### src/rtl/ulpi_reg_arbiter.sv
// ulpi_reg_arbiter: round-robin sharing of the ULPI register port; define ULPI_REG_TIMEOUT_EN for a BUSY abort timer
module ulpi_reg_arbiter #(
  parameter int NREQ           = 2,
  parameter int TIMEOUT_CYCLES = 255
) (
  input  logic              clk,
  input  logic              reset,
  input  logic [NREQ-1:0]   req_valid,
  input  logic [NREQ-1:0]   req_read_nwrite,
  input  logic [NREQ*6-1:0] req_addr,
  input  logic [NREQ*8-1:0] req_wdata,
  output logic [NREQ-1:0]   req_ack,
  output logic [NREQ-1:0]   rsp_valid,
  output logic [7:0]        rsp_rdata,
  output logic              rsp_error,
  output logic [5:0]        reg_addr,
  output logic [7:0]        reg_data_write,
  output logic              reg_enable,
  output logic              reg_read_nwrite,
  input  logic [7:0]        reg_data_read,
  input  logic              reg_done
);
  localparam int IW = $clog2(NREQ);
  typedef enum logic {IDLE, BUSY} state_t;
  state_t        state;
  logic [IW-1:0] last_grant, nxt, idx;
  logic          found;
`ifdef ULPI_REG_TIMEOUT_EN
  logic [15:0]   cnt;
`endif
  if (NREQ < 2 || NREQ > 8 || TIMEOUT_CYCLES < 1 || TIMEOUT_CYCLES > 65535) begin : g_bad_param
    $error("ulpi_reg_arbiter: parameter out of range");
  end
  // first pending requester after the last grant, wrapping
  always_comb begin
    found = 1'b0;
    nxt   = last_grant;
    idx   = '0;
    for (int k = 1; k <= NREQ; k++) begin
      idx = IW'((int'(last_grant) + k) % NREQ);
      if (!found && req_valid[idx]) begin
        found = 1'b1;
        nxt   = idx;
      end
    end
  end
  // IDLE/BUSY transaction FSM with registered link and response outputs
  always_ff @(posedge clk or posedge reset) begin
    if (reset) begin
      state           <= IDLE;
      last_grant      <= IW'(NREQ - 1);
      req_ack         <= '0;
      rsp_valid       <= '0;
      rsp_rdata       <= '0;
      rsp_error       <= 1'b0;
      reg_addr        <= '0;
      reg_data_write  <= '0;
      reg_enable      <= 1'b0;
      reg_read_nwrite <= 1'b0;
`ifdef ULPI_REG_TIMEOUT_EN
      cnt             <= '0;
`endif
    end else begin
      req_ack   <= '0;
      rsp_valid <= '0;
      if (state == IDLE) begin
        if (found) begin
          state           <= BUSY;
          last_grant      <= nxt;
          req_ack         <= NREQ'(1) << nxt;
          reg_addr        <= req_addr[6*nxt +: 6];
          reg_data_write  <= req_wdata[8*nxt +: 8];
          reg_read_nwrite <= req_read_nwrite[nxt];
          reg_enable      <= 1'b1;
`ifdef ULPI_REG_TIMEOUT_EN
          cnt             <= '0;
`endif
        end
      end else if (reg_done) begin
        state      <= IDLE;
        reg_enable <= 1'b0;
        rsp_valid  <= NREQ'(1) << last_grant;
        rsp_rdata  <= reg_read_nwrite ? reg_data_read : 8'h00;
        rsp_error  <= 1'b0;
      end
`ifdef ULPI_REG_TIMEOUT_EN
      else if (cnt == 16'(TIMEOUT_CYCLES - 1)) begin
        state      <= IDLE;
        reg_enable <= 1'b0;
        rsp_valid  <= NREQ'(1) << last_grant;
        rsp_rdata  <= 8'h00;
        rsp_error  <= 1'b1;
      end else begin
        cnt <= cnt + 16'd1;
      end
`endif
    end
  end
endmodule
### config.mk
export PLATFORM = sky130hd
export DESIGN_NAME = ulpi_reg_arbiter
export DESIGN_NICKNAME = d
export VERILOG_FILES = /design/src/rtl/ulpi_reg_arbiter.sv
export SDC_FILE = /design/constraint.sdc
export NUM_CORES = 1
export LEC_CHECK = 0
export ABC_CLOCK_PERIOD_IN_PS = 1600
export CAP_MARGIN = 25
export CORE_MARGIN = 2
export CORE_UTILIZATION = 37
export DETAILED_ROUTE_END_ITERATION = 6
export GPL_TIMING_DRIVEN = 0
export HOLD_SLACK_MARGIN = 0.03
export PLACE_DENSITY = 0.83
export SETUP_SLACK_MARGIN = 0.2
export SYNTH_ARGS = -nofsm -noshare
export SYNTH_HDL_FRONTEND = slang
export SYNTH_SLANG_ARGS = --single-unit
### constraint.sdc
create_clock -name clk -period 1.6 [get_ports clk]
set_input_delay 0.32 -clock clk [delete_from_list [all_inputs] [get_ports clk]]
set_output_delay 0.32 -clock clk [all_outputs]
set_load 0.02 [all_outputs]
Yosys cells after proc, flatten, opt, wreduce, memory -nomap -nowiden. Cells that the tools add are included.

Register bits: 30. Output and inout bits: 29. Logic and storage cells: 48.

$add $sub $neg: 2. Bitwise gates (word level): 1. Multiply operators: 1. Magnitude comparators: 3. Reductions and logical operators: 6. Shifts and indexed selects: 4. Equality and inequality tests: 1. Mux-type cells: 21.

Operator list (number): $mux 1 (16); $shiftx 16x5->8 (1); $shiftx 12x5->6 (1); $mux 2 (4); $mux 8 (1); $lt 1x2->1 const B (3); $reduce_and 2->1 (3); $shl 1x1->2 const A (2); $mul 2x1->3 const A (1); $add 1x1->1 const B (2); $ne 2x2->1 const B (1); $reduce_bool 2->1 (1); $logic_and 1x1->1 (1); $logic_not 1->1 (1); $not 1->1 (1).

Logic depth before layout (Yosys ltp).
Depth after elaboration: 10. Depth in mapped cells: 4. Gate-level depth less buffers: 3.

Worst setup path before layout. OpenSTA, ideal clock, no wires.

Path kind: register -> register. Start point: register last_grant. End point: register reg_data_write[1]. Clock period less this slack: 1.315 ns. Required time: 1.534 ns. Cell stages (with the launch flop): 5. Slack: 0.285 ns. Library setup time: 0.066 ns. Arrival: 1.249 ns. Path buffers: 1. Cells stage by stage: dfstp_2 > inv_1 > a211oi_4 > buf_6 > a221o_1.

Word-level cells in the longest chain between the ends: 8. Elaborated cells between the ends (all ways): 14.

RTL lines: start: declaration (line 26) `logic [IW-1:0] last_grant, nxt, idx;`; start signal: assignment (line 51) `last_grant <= IW'(NREQ - 1);`; start signal: assignment (line 69) `last_grant <= nxt;`; $add 1x1->1 (line 40) `idx = IW'((int'(last_grant) + k) % NREQ);`; $mux 1 (implied by the code) (2 in a row) (line 41) `if (!found && req_valid[idx]) begin`; $mux 1 (line 41); $logic_not 1->1 (line 41); $logic_and 1x1->1 (line 41); $mux 1 (line 41); $shiftx 16x5->8 / $reduce_and 2->1 (equally long branches); end signal: assignment (line 72) `reg_data_write <= req_wdata[8*nxt +: 8];`; end: declaration (line 17) `output logic [7:0] reg_data_write,`.

Parallel ways exist; a longest one is shown, timed or not. The select of a mux whose other input is x is not followed. A chain may end at the register's enable or synchronous reset.

Worst setup path in the final report.
Start point: register rsp_rdata[4]. End point: output port rsp_rdata[4].

RTL lines: start: declaration (line 14) `output logic [7:0] rsp_rdata,`; start signal: assignment (line 83) `rsp_rdata <= reg_read_nwrite ? reg_data_read : 8'h00;`.

No word-level cell between the ends.

==> metrics <==
status finished, final reports clean; fin crit share 84.9%; DR iter-0 viols between 40 and 50; first-pass GRT wire length about 5700 um; CTS root buffer clkbuf_4; worst reg-to-reg path cell count 4; EDFF count, synth 0; synthesized area 1270 sq um; power share of the clock group about a fifth; WP data required 1.28 ns; # H-tree levels 2; Worst Path Arrival around 1.0 ns; Lkg Pwr roughly 0.96 nW; clk buf depth 2; CP top delay family flip-flops; Clk Latency, worst-skew pair ~0.32 ns; Post-CTS Hold Buffers 0; GPL Wtd Cong a little under 0.8; CP Launch Type flip-flop; Via density roughly 4.7; DRC viols 0; syn_area_per_cell ~12 sq um; Slew Limit Headroom just under 60%; worst reg2reg setup slack around 0.24 ns; share of layout cells above drive strength 1 between 10% and 20%; Net Sw Frac about 34%; initial antenna violation count 0; commonest cells in the netlist dfrtp_1 (29), nand2_1 (17), and2_0 (14), a221o_1 (9), o21ai_0 (8); sequential fraction of the synthesis area between 50% and 60%; Post-Layout Inst Area approximately 2100 sq um; post-synthesis async set-or-reset flop share between 90% and 100%; Detail Route Antenna Nets 0; Num Clock Sinks 30; worst vdd ir 0.000580 V; Inst Count DP 223; die width roughly 63 um; CP Class reg2out; CP max FO 2; internal power 1.55 mW; top-count cell post-synth dfrtp_1; Psw a little under 0.8 mW; ant diodes 0; drt total wl ~3400 um; CP Capture Type output port; Gate power share 36.8%; CTS tree built; max_cap viols 0; Cell Count, Final, Fillers Out 236; RSZ-0062 raised after global routing yes; area of the core roughly 3300 sq um; hpwl dp about 2600 um; synth warn 0; # setup viols final 0; Site Rows 21; worst slew pin tran 0.630 ns; Worst-path clk slew about 0.1 ns; CP peak stage delay 0.39 ns; top cells by area, synth dfrtp_1 (57%), a221o_1 (7.1%), and2_0 (6.9%); crit path buf inv count 1; Layout Nets approximately 230; Final Hold Viols 0; Top Ports 72; PortBufs 70; gr usage total 19.2%; worst hold-check path type in2async; final count of pins violating max slew 0; Initial Util 38.4%; DR pass1 iterations 4; Overflow after GRT 0; RR Endpoint reg_data_write[5]; via count 1119; post-synth net total about 150; placed cell area between 2000 and 2500 sq um; FMAX about 740 MHz; CP max-delay cell dfrtp_1; die area slightly below 4000 sq um; setup TNS 0 ns; area leader, netlist dfrtp_1; crit-path cells dlygate4sd2_1; fin crit period about 1.4 ns; worst r2r src last_grant; Die Ht 62.6 um; skew final around 0.012 ns; largest net degree at the start of global routing 17; Worst Hold Margin ~0.36 ns; post-synthesis cell count roughly 110; power per cell area approximately 1100 nW/um^2; FF+latch count, synth 30; Avg WL per Cell between 10 and 15 um; Post-synth top flop dfrtp_1; synth-to-layout area growth 67.4%; vias in the first global route between 1000 and 1500; top-area cell type share of the netlist area about 57%; CTS Buf Count 5; Flop pwr share between 40% and 50%; Yosys cell types 21
power by group through the flow:
stage | combinational, mW | sequential [mW] | clock [mW]
after floorplan | 0.269 | 1.20 | 0
after global routing | 0.922 | 1.03 | 0.533
after detailed placement | 0.947 | 1.02 | 0
after global placement | 0.908 | 1.01 | 0
after CTS | 0.860 | 0.999 | 0.489
final | 0.860 | 1.00 | 0.473
worst max path at each step:
stage                     depth (start not counted)               from                 to  slack [ns]
final                                             1       rsp_rdata[4]       rsp_rdata[4]        0.24
after CTS                                         1  reg_data_write[1]  reg_data_write[1]        0.20
after detailed placement                          5       req_valid[0]  reg_data_write[1]       -0.27
after global routing                              4         last_grant  reg_data_write[5]        0.18
after floorplan                                   4         last_grant  reg_data_write[1]        0.28
after global placement                            5       req_valid[0]  reg_data_write[5]       -0.20
per-stage QoR:
| stage | util, % | setup slack [ns] | total power, mW |
|---|---|---|---|
| floorplan | - | 0.285 | 1.47 |
| global placement | 61.3 | -0.201 | 1.92 |
| detailed placement | 62.1 | -0.274 | 1.97 |
| CTS | 64.1 | 0.203 | 2.35 |
| global route | 64.3 | 0.177 | 2.48 |
| finish | 64.3 | 0.242 | 2.34 |
timing repair:
item                       4_1_cts  5_1_grt
setup endpoints to repair       42       33
resized for setup               31       25
buffers inserted                 5        0
cloned                           0        0
pin swaps                        2        1
sequential cells by signal, summed over array words and instances (netlist names):
| signal | flops |
|---|---|
| req_ack | 2 |
| last_grant | 1 |
| rsp_valid | 2 |
| reg_read_nwrite | 1 |
| rsp_rdata | 8 |
| state | 1 |
| reg_data_write | 8 |
| reg_enable | 1 |
| reg_addr | 6 |
cells by family after synthesis:
| family | after synthesis | share of synthesized area [%] |
|---|---|---|
| AOI/OAI and AO/OA | 29 | 21.9 |
| buffers and inverters | 12 | 5.61 |
| DFF | 30 | 59.2 |
| other | 1 | 0.295 |
| and+or+nand+nor | 34 | 13.0 |
layout make-up:
type / instances / area [sq um]
clock buffers: 6 / 51.3
flip-flops and latches: 30 / 753
inverters: 5 / 18.8
well taps: 46 / 57.6
plain buffers: 7 / 52.6
repair buffers: 76 / 734
multi-input cells: 64 / 448
clock inverters: 2 / 12.5
fillers: 297 / 1180
layout by cell type (no fill, tap or decap), types with 2 or more instances in the layout:
cell type / count
buf_4: 6
clkdlybuf4s15_1: 17
a221o_2: 6
clkbuf_2: 4
clkdlybuf4s50_1: 40
buf_6: 3
nor2_1: 2
inv_1: 3
dlygate4sd2_1: 9
o21ai_0: 8
dfrtp_1: 28
clkbuf_1: 2
nand2_1: 17
inv_2: 2
a211oi_4: 2
and2_0: 14
clkbuf_4: 5
a221o_1: 9
routing by layer:
layer | GRT usage, % | routed length [um] | up-vias
met5 | 0 | 0 | -
met4 | 10.6 | 90 | 0
met3 | 5.95 | 207 | 6
met2 | 33.3 | 1780 | 48
met1 | 20.7 | 1300 | 531
li1 | - | - | 534
(Power assumes the default switching activity.)
